## config.mk

```make
export PLATFORM = sky130hd
export DESIGN_NAME = alu_muldiv
export DESIGN_NICKNAME = d
export VERILOG_FILES = /design/src/rtl/alu_muldiv_pkg.sv /design/src/rtl/alu_muldiv_iter.sv /design/src/rtl/alu_muldiv.sv
export SDC_FILE = /design/constraint.sdc
export NUM_CORES = 1
export LEC_CHECK = 0
export BUFFER_PORTS_ARGS = -buffer_cell sky130_fd_sc_hd__buf_2
export CORE_ASPECT_RATIO = 1.4
export CORE_MARGIN = 2
export CORE_UTILIZATION = 58
export CTS_CLUSTER_SIZE = 14
export DETAILED_ROUTE_END_ITERATION = 6
export GPL_TIMING_DRIVEN = 0
export PLACE_DENSITY = 0.89
export REMOVE_ABC_BUFFERS = 1
export SETUP_SLACK_MARGIN = 0.02
export SLEW_MARGIN = 15
export SYNTH_ARGS = -nofsm -noshare
export SYNTH_HDL_FRONTEND = slang
export SYNTH_SLANG_ARGS = --single-unit
```

## constraint.sdc

```tcl
create_clock -name clock -period 14.9 [get_ports clock]
set_clock_uncertainty 0.1 [all_clocks]
set_input_delay 3.725 -clock clock [delete_from_list [all_inputs] [get_ports clock]]
set_output_delay 3.725 -clock clock [all_outputs]
set_load 0.01 [all_outputs]
```

## src/rtl/alu_muldiv_pkg.sv

```systemverilog
// Shared funct codes and FSM state encoding for the HI/LO multiply/divide unit.
package alu_muldiv_pkg;

    localparam logic [5:0] FN_MFHI  = 6'h10;
    localparam logic [5:0] FN_MTHI  = 6'h11;
    localparam logic [5:0] FN_MFLO  = 6'h12;
    localparam logic [5:0] FN_MTLO  = 6'h13;
    localparam logic [5:0] FN_MULT  = 6'h18;
    localparam logic [5:0] FN_MULTU = 6'h19;
    localparam logic [5:0] FN_DIV   = 6'h1A;
    localparam logic [5:0] FN_DIVU  = 6'h1B;

    typedef enum logic [1:0] {
        ST_IDLE = 2'd0,
        ST_MUL  = 2'd1,
        ST_DIV  = 2'd2
    } state_e;

endpackage

```

## src/rtl/alu_muldiv_iter.sv

```systemverilog
// One iteration of the unsigned magnitude datapath: shift-add multiply or
// restoring divide on the {accHi, accLo} accumulator pair.
module muldiv_iter #(
    parameter int DATA_W = 32
) (
    input  logic              is_div_i,
    input  logic [DATA_W-1:0] acc_hi_i,
    input  logic [DATA_W-1:0] acc_lo_i,
    input  logic [DATA_W-1:0] operand_i,
    output logic [DATA_W-1:0] acc_hi_o,
    output logic [DATA_W-1:0] acc_lo_o
);

    logic [DATA_W-1:0] addend;
    logic [DATA_W:0]   mulSum;
    logic [DATA_W:0]   divTrial;
    logic [DATA_W:0]   divDiff;

    // The partial remainder is always below the divisor, so the W+1 bit
    // trial difference borrows exactly when the subtraction must be undone.
    always_comb begin
        addend   = acc_lo_i[0] ? operand_i : '0;
        mulSum   = {1'b0, acc_hi_i} + {1'b0, addend};
        divTrial = {acc_hi_i, acc_lo_i[DATA_W-1]};
        divDiff  = divTrial - {1'b0, operand_i};
        if (is_div_i) begin
            acc_hi_o = divDiff[DATA_W] ? divTrial[DATA_W-1:0] : divDiff[DATA_W-1:0];
            acc_lo_o = {acc_lo_i[DATA_W-2:0], ~divDiff[DATA_W]};
        end else begin
            acc_hi_o = mulSum[DATA_W:1];
            acc_lo_o = {mulSum[0], acc_lo_i[DATA_W-1:1]};
        end
    end

endmodule

```

## src/rtl/alu_muldiv.sv

```systemverilog
// Iterative HI/LO multiply/divide unit with MFHI/MFLO/MTHI/MTLO handling;
// MULT/DIV take DATA_W cycles and interlock issue via issue_ready.
module alu_muldiv
    import alu_muldiv_pkg::*;
#(
    parameter int DATA_W  = 32,
    parameter int FUNCT_W = 6
) (
    input  logic               clock,
    input  logic               reset,
    input  logic               issue_valid,
    output logic               issue_ready,
    input  logic [FUNCT_W-1:0] funct,
    input  logic [DATA_W-1:0]  rs_data,
    input  logic [DATA_W-1:0]  rt_data,
    output logic               busy,
    output logic               result_valid,
    output logic [DATA_W-1:0]  result,
    output logic [DATA_W-1:0]  hi_out,
    output logic [DATA_W-1:0]  lo_out,
    output logic               div_by_zero
);

    localparam int CNT_W = $clog2(DATA_W) + 1;
    localparam logic [CNT_W-1:0] LAST_ITER = CNT_W'(DATA_W - 1);

    state_e            state_q, state_d;
    logic [CNT_W-1:0]  count_q, count_d;
    logic [DATA_W-1:0] hi_q, hi_d, lo_q, lo_d, result_q, result_d;
    logic [DATA_W-1:0] accHi_q, accHi_d, accLo_q, accLo_d, operand_q, operand_d;
    logic              negLo_q, negLo_d, negHi_q, negHi_d;
    logic              resultValid_q, resultValid_d, divByZero_q, divByZero_d;

    logic                accept, isSigned, rsNeg, rtNeg;
    logic [DATA_W-1:0]   rsMag, rtMag, iterHi, iterLo;
    logic [2*DATA_W-1:0] product;

    muldiv_iter #(.DATA_W(DATA_W)) u_iter (
        .is_div_i  (state_q == ST_DIV),
        .acc_hi_i  (accHi_q),
        .acc_lo_i  (accLo_q),
        .operand_i (operand_q),
        .acc_hi_o  (iterHi),
        .acc_lo_o  (iterLo)
    );

    // Operands are reduced to magnitudes at issue; signs are fixed up once at the end.
    always_comb begin
        accept   = issue_valid && (state_q == ST_IDLE);
        isSigned = (funct == FUNCT_W'(FN_MULT)) || (funct == FUNCT_W'(FN_DIV));
        rsNeg    = isSigned && rs_data[DATA_W-1];
        rtNeg    = isSigned && rt_data[DATA_W-1];
        rsMag    = rsNeg ? -rs_data : rs_data;
        rtMag    = rtNeg ? -rt_data : rt_data;
        product  = {iterHi, iterLo};
    end

    always_comb begin
        state_d       = state_q;
        count_d       = count_q;
        hi_d          = hi_q;
        lo_d          = lo_q;
        result_d      = result_q;
        accHi_d       = accHi_q;
        accLo_d       = accLo_q;
        operand_d     = operand_q;
        negLo_d       = negLo_q;
        negHi_d       = negHi_q;
        resultValid_d = 1'b0;
        divByZero_d   = 1'b0;
        case (state_q)
            ST_IDLE: begin
                if (accept) begin
                    count_d = '0;
                    case (funct)
                        FUNCT_W'(FN_MFHI): begin
                            result_d      = hi_q;
                            resultValid_d = 1'b1;
                        end
                        FUNCT_W'(FN_MFLO): begin
                            result_d      = lo_q;
                            resultValid_d = 1'b1;
                        end
                        FUNCT_W'(FN_MTHI): hi_d = rs_data;
                        FUNCT_W'(FN_MTLO): lo_d = rs_data;
                        FUNCT_W'(FN_MULT), FUNCT_W'(FN_MULTU): begin
                            state_d   = ST_MUL;
                            accHi_d   = '0;
                            accLo_d   = rtMag;
                            operand_d = rsMag;
                            negLo_d   = rsNeg ^ rtNeg;
                        end
                        FUNCT_W'(FN_DIV), FUNCT_W'(FN_DIVU): begin
                            if (rt_data == '0) begin
                                lo_d        = '1;
                                hi_d        = rs_data;
                                divByZero_d = 1'b1;
                            end else begin
                                state_d   = ST_DIV;
                                accHi_d   = '0;
                                accLo_d   = rsMag;
                                operand_d = rtMag;
                                negLo_d   = rsNeg ^ rtNeg;
                                negHi_d   = rsNeg;
                            end
                        end
                        default: ;
                    endcase
                end
            end
            ST_MUL, ST_DIV: begin
                accHi_d = iterHi;
                accLo_d = iterLo;
                count_d = count_q + CNT_W'(1);
                if (count_q == LAST_ITER) begin
                    state_d = ST_IDLE;
                    if (state_q == ST_MUL) begin
                        {hi_d, lo_d} = negLo_q ? -product : product;
                    end else begin
                        lo_d = negLo_q ? -iterLo : iterLo;
                        hi_d = negHi_q ? -iterHi : iterHi;
                    end
                end
            end
            default: state_d = ST_IDLE;
        endcase
    end

    always_ff @(posedge clock or posedge reset) begin
        if (reset) begin
            state_q       <= ST_IDLE;
            count_q       <= '0;
            hi_q          <= '0;
            lo_q          <= '0;
            result_q      <= '0;
            accHi_q       <= '0;
            accLo_q       <= '0;
            operand_q     <= '0;
            negLo_q       <= 1'b0;
            negHi_q       <= 1'b0;
            resultValid_q <= 1'b0;
            divByZero_q   <= 1'b0;
        end else begin
            state_q       <= state_d;
            count_q       <= count_d;
            hi_q          <= hi_d;
            lo_q          <= lo_d;
            result_q      <= result_d;
            accHi_q       <= accHi_d;
            accLo_q       <= accLo_d;
            operand_q     <= operand_d;
            negLo_q       <= negLo_d;
            negHi_q       <= negHi_d;
            resultValid_q <= resultValid_d;
            divByZero_q   <= divByZero_d;
        end
    end

    assign issue_ready  = (state_q == ST_IDLE);
    assign busy         = (state_q != ST_IDLE);
    assign result_valid = resultValid_q;
    assign result       = result_q;
    assign hi_out       = hi_q;
    assign lo_out       = lo_q;
    assign div_by_zero  = divByZero_q;

endmodule
```

==> results of run 1 <==
==> report_power, final <==
part | switching [mW] | total (mW) | internal (mW)
Combinational | 2.07 | 3.22 | 1.16
Sequential | 0.283 | 1.08 | 0.796
Clock | 0.227 | 0.497 | 0.270
Total | 2.58 | 4.80 | 2.22
==> how the worst max path moves through the flow <==
| stage | slack, ps | end | startpoint |
|---|---|---|---|
| after floorplan | 5510 | accHi_q[0] | reset |
| after global routing | 6080 | hi_out[31] | rt_data[0] |
| final | 6230 | hi_out[31] | rt_data[0] |
| after CTS | 6450 | hi_out[31] | rt_data[0] |
| after detailed placement | 5930 | hi_out[31] | rt_data[0] |
| after global placement | 3290 | accHi_q[5] | reset |
==> cells in the final DEF (no fill, tap or decap), types with 6 or more instances in the layout <==
cell type	Yosys	routed
nand2_1	306	305
o21ai_0	231	231
a21oi_1	216	215
nor2_1	215	213
dfrtp_1	204	203
buf_2	22	172
xnor2_1	87	87
mux2i_1	80	79
nor3_1	74	74
ha_1	73	71
inv_1	72	70
nand3_1	65	64
xor2_1	62	62
and2_1	51	51
o31ai_1	49	49
a21o_1	44	42
a211oi_1	39	39
or3_1	34	34
a31oi_1	26	26
and3_1	25	24
nor4_1	21	21
clkbuf_16	0	21
o21a_1	19	19
nand4_1	17	17
o211ai_1	17	17
a221oi_1	12	12
nand2b_1	11	11
o21bai_1	8	8
a31o_2	8	8
o41ai_1	8	8
buf_16	0	8
a311oi_1	7	7
or2_2	7	6
a21boi_0	6	6
mux2_2	6	6
or4_1	6	6
nor3b_1	7	6
clkbuf_1	120	6
==> routing by layer <==
layer / wire, um / share of wire [%] / track usage (%)
met1: 23230 / 36 / 45.97
met4: 4084 / 6.4 / 22.99
met5: 0 / 0 / 0
met3: 5583 / 8.7 / 4.627
met2: 30950 / 48 / 65.75
==> through the flow <==
| stage | total power, mW | setup WS [ps] | hold slack [ps] |
|---|---|---|---|
| CTS | 4.708 | 6454 | 406.5 |
| floorplan | 3.141 | 5508 | 363.2 |
| detailed placement | 4.186 | 5931 | 389.9 |
| global placement | 4.068 | 3289 | 383.6 |
| finish | 4.799 | 6225 | 402.2 |
| global route | 5.099 | 6078 | 423.9 |
==> worst register-to-register path, stage by stage (launching register included) <==
cell	delay, ps
dfrtp_1	440
ha_1	470
nand4_1	310
nor4_1	500
o21ai_1	150
a21oi_2	370
o21a_1	750
nor2_1	440
a21oi_1	430
ha_1	270
nand2_1	100
or3_1	430
nor2_1	210
nand2_1	140
o211ai_1	760
a31o_2	340
a31oi_1	190
o21a_1	260
o311ai_1	560
o21a_1	210
==> logic make-up (layout without fill, tap and decap cells) <==
group,Yosys count,in the layout,share of synthesized area (%)
AO/OA/AOI/OAI,768,768,26.69
XOR/XNOR,149,149,7.262
adder cells (fa/ha/maj),75,75,5.305
buffers and inverters,228,298,5.020
flip-flops,204,204,28.41
multiplexers,86,86,4.832
other,0,1,0
AND/OR/NAND/NOR,868,868,22.49
==> cell type report <==
class	instances	area (um2)	share of cell area (%)
multi-input cells	1946	12040	60.92
flip-flops and latches	204	5106	25.83
repair buffers	191	1236	6.254
clock buffers	29	575.6	2.912
well taps	390	488.0	2.469
inverters	73	281.5	1.424
clock inverters	5	36.28	0.1836
diodes	1	2.502	0.01266
==> registers in the layout, summed over array words and instances, names as in the netlist, 2 cells and up <==
signal     flops
accLo_q       32
operand_q     32
count_q        6
lo_out        32
result        32
accHi_q       32
state_q        2
hi_out        32
==> impl_metrics.yaml, run 1 <==
floorplanning:
  core_area_mm2: 0.03062
  start_util_pct: 58.69
  design.die.area_mm2: 0.03243
  fp.dieH_um: 212.3
  die_width_um: 152.8
  fp-row-count: 76
  ios: 173
worst_setup_path:
  start_kind: "input pin"
  path_delay_family: "simple AND/OR/NAND/NOR gates"
  cp_slowest_stage_delay_ps: 940
  r2r-start: "accHi_q[24]"
  crit_buf_inv: 2
  path_class: "in2reg"
  path_max_fanout: 26
  required_ps: 15240
  r2r_slack_ps: 7420
  cp_cell_sequence: "buf_2 > inv_1 > ha_1 > nand2_1 > or4_1 > nor3_1 > nand3_1 > nor4_1 > a31oi_1 > a21oi_4 > nand2_1 > nor2_1 > a211oi_1 > mux2i_1"
  cp-end-kind: "register"
  arrival_ps: 9010
  slowest_stage: "nor4_1"
  timing.rr.end: "hi_out[22]"
  r2r_cells: 19
  crit_path_frequent_cell: "nand2_1"
  worstSetupPathDepth: 14
synth:
  synth_top_area_share_pct: 28.41
  ys_warn_count: 0
  synth_area_leaders: "dfrtp_1 28%, o21ai_0 6.4%, nand2_1 6.4%"
  yosys.area.top_type: "dfrtp_1"
  synthesis.instances: 2378
  netlist_top_cells_count: "306 x nand2_1, 231 x o21ai_0, 216 x a21oi_1"
  yosys.cell_count.top_type: "nand2_1"
  synth_top_flop_cell: "dfrtp_1"
  async_flop_share_pct: 100.0
  yosysSeqAreaShare_pct: 28.41
  synth_edf_count: 0
  synth_area_per_cell_um2: 7.557
  synth.distinct_cells: 88
  syn_area_mm2: 0.01797
  ys_seq_elements: 204
sta:
  rsz0062_at_grt: "false"
  hold_violations: 0
  finalSetupViolations: 0
  slew_headroom_pct: 14.03
  max_freq_mhz: 115.3
  min_period_ps: 8675
  slew_violations: 0
  fin_tns_setup_ps: 0
  tightest_slew_ps: 1290
  period_share_pct: 58.22
clock_network:
  cts_num_sinks: 204
  cts_tree: "yes"
  clk_pin_slew_ps: 70
  cts_setup_buffers: 0
  post_cts_resized: 0
  cts_max_level: 1
  numCtsBuffers: 20
  clock-root-buffer: "clkbuf_16"
  clk_latency_ps: 510
  ctsHoldBuffers: 0
  clock_path_buffers: 3
pwr:
  p_leak_nw: 8.762
  powerDensity_mw_per_mm2: 242.8
  ir_drop_uv: 219.9
run:
  drv_cap: 0
cells_and_area:
  syn2layout_area_growth_pct: 9.998
  nets: 2584
  finish.instance_area_mm2: 0.01977
  fillCellCount: 2680
  final_util_pct: 64.56
  drive_gt1_share_pct: 11.40
  fin_cells: 2839
grt:
  grt_pass1_vias: 17960
  antenna_found_initial: 1
  grt_max_degree: 79
  gr-total-overflow: 0
  grt_first_pass_wirelength_um: 98900
  track_usage_pct: 38.22
place:
  placed_area_mm2: 0.01915
  numPortBuffers: 172
  place_inst: 2804
  place_congestion: 1.044
  dpl.hpwl_um: 48820
route:
  antenna_left: 0
  routedWlPerCell_um: 22.49
  routed_wirelength_um: 63840
  drtIter0Drc: 1756
  drc: 0
  vias: 18950
  vias_per_cell: 6.673
  drt_pass1_iterations: 7
worst_hold_path:
  hold_path_end: "operand_q[30]"
  hold_depth: 2
  hp-class: "reg2reg"
  min_from: "operand_q[30]"
status:
  status: "finished clean"
No activity file was read; power rests on OpenSTA's default activity.
==> run 2, diff against run 1 <==
Settings changed: CORE_UTILIZATION 58 to 56, PLACE_DENSITY 0.89 to 0.9.
Clock period 14.9 ns to 6.95 ns, I/O delays scaled along.
==> run 2 against run 1 <==
Register-to-register slack lost 7100 ps; non-clock buffer count grew 2; count of clock-buffer cells in the layout did not move.
==> impl_metrics.yaml, run 2 (synthesized netlist as in run 1, its figures left out) <==
grt:
  antenna_found_initial: 0
  grt.busiest_layer: "met2"
  use_met3_pct: 4.759
  gr-total-overflow: 0
  track_usage_pct: 37.77
  use_met1_pct: 45.40
  grt_first_pass_wirelength_um: 100300
  grt_pass1_vias: 18410
  groute.layer.met2.usage_pct: 64.71
  grt_max_degree: 110
cells_and_area:
  drive_gt1_share_pct: 11.59
  fillCellCount: 2772
  syn2layout_area_growth_pct: 9.942
  nets: 2586
  finish.instance_area_mm2: 0.01976
  layout_common_cells: "305 x nand2_1, 231 x o21ai_0, 215 x a21oi_1"
  fin_cells: 2845
  mostFrequentLayoutCell: "nand2_1"
  n_antenna_cell: 0
floorplanning:
  design.die.area_mm2: 0.03356
  fp-row-count: 77
  start_util_pct: 56.87
  fp.dieH_um: 216.0
  core_area_mm2: 0.03160
  die_width_um: 155.4
  ios: 173
worst_setup_path:
  start_kind: "register"
  path_class: "reg2reg"
  slowest_stage: "o311ai_2"
  path_max_fanout: 22
  cp_cell_sequence: "inv_1 > ha_1 > a21oi_2 > o21ai_2 > a311oi_2 > o311ai_2 > o21a_2 > nor2_1 > a21oi_1 > ha_1 > nand2_1 > or3_1 > nor2_1 > nand2_1 > o211ai_1 > buf_4 > a31o_2 > a31oi_1 > o21a_1 > o311ai_1 > o21a_1"
  required_ps: 7300
  cp-end-kind: "register"
  arrival_ps: 6990
  cp_slowest_stage_delay_ps: 760
route:
  drc: 0
  vias_per_cell: 6.666
  routed_wirelength_um: 64400
  routedWlPerCell_um: 22.64
  drtIter0Drc: 1758
  antenna_left: 0
  drt_pass1_iterations: 6
  vias: 18970
sta:
  finalSetupViolations: 0
  rsz0062_at_grt: "false"
  max_freq_mhz: 150.6
  period_share_pct: 95.53
  slew_violations: 0
  min_period_ps: 6640
  slew_headroom_pct: 22.17
  tightest_slew_ps: 1160
  hold_violations: 0
  fin_ws_ps: 310.3
place:
  place_congestion: 1.027
  placed_area_mm2: 0.01911
  dp_worst_setup_slack_ps: -254.7
  dpl.hpwl_um: 48990
  place_inst: 2808
  numPortBuffers: 172
pwr:
  powerDensity_mw_per_mm2: 521.9
  ir_drop_uv: 437.3
  p_total_mw: 10.31
  p_leak_nw: 8.741
clock_network:
  clock-root-buffer: "clkbuf_16"
  cts_tree: "yes"
  cts_max_level: 1
  clock_path_buffers: 3
  numCtsBuffers: 20
  clk_pin_slew_ps: 70
  clk_latency_ps: 520
  ctsHoldBuffers: 0
  cts_num_sinks: 204
run:
  drv_cap: 0
status:
  status: "finished clean"
worst_hold_path:
  hp-class: "reg2reg"
==> run 2: area by class of cell <==
cell class	count	area (um2)	area share, %
Multi-Input combinational cell	1946	12050	61.00
Sequential cell	204	5106	25.84
Timing Repair Buffer	193	1204	6.092
Clock buffer	29	585.6	2.964
Tap cell	395	494.2	2.501
Inverter	73	281.5	1.425
Clock inverter	5	33.78	0.1710
==> run 2: final timing paths <==
check                         startpoint            to  slack, ps  cells after the start
setup / recovery           operand_q[17]    hi_out[22]        310                     21
hold / removal                lo_out[23]    lo_out[23]        410                      1
setup reg to reg           operand_q[17]    hi_out[22]        310                     21
hold reg to reg               lo_out[23]    lo_out[23]        410                      1
max in group asynchronous          reset  operand_q[9]       4410                      3
min in group asynchronous          reset    count_q[3]       1210                      2
==> run 2: metal layers <==
layer  vias to the layer above  wire (um)
met5                         -          0
met4                         0       4135
met3                       261       5650
met2                      1036      31300
met1                      8961      23310
li1                       8708          -
==> run 2: worst max-delay path, delay by kind of cell (launching register included) <==
family / cells / cell delay (ps)
flops: 1 / 440
compound gates: 12 / 3820
buf+inv: 2 / 230
fa+ha+maj: 2 / 770
simple gates: 5 / 1200
==> run 2: through the flow <==
step           TNS [ps]  hold WS (ps)  utilization, %
2_1_floorplan    -97420         363.2               -
3_3_place_gp    -783180         384.9           59.17
3_5_place_dp     -421.0         391.7           60.46
4_1_cts               0         408.3           62.50
5_1_grt               0         425.7           62.52
6_report              0         407.1           62.52
==> run 2: timing repair <==
action | 4_1_cts | 5_1_grt
setup endpoints to repair | 3 | 1
resized for setup | 1 | 1
setup buffers | 3 | 0
pin swaps | 1 | 0
==> run 2: power breakdown <==
part | switching (mW) | leakage (nW) | internal [mW] | total [mW]
clock network | 0.493 | 0.299 | 0.587 | 1.08
logic | 4.49 | 5.84 | 2.46 | 6.94
registers | 0.583 | 2.61 | 1.71 | 2.29
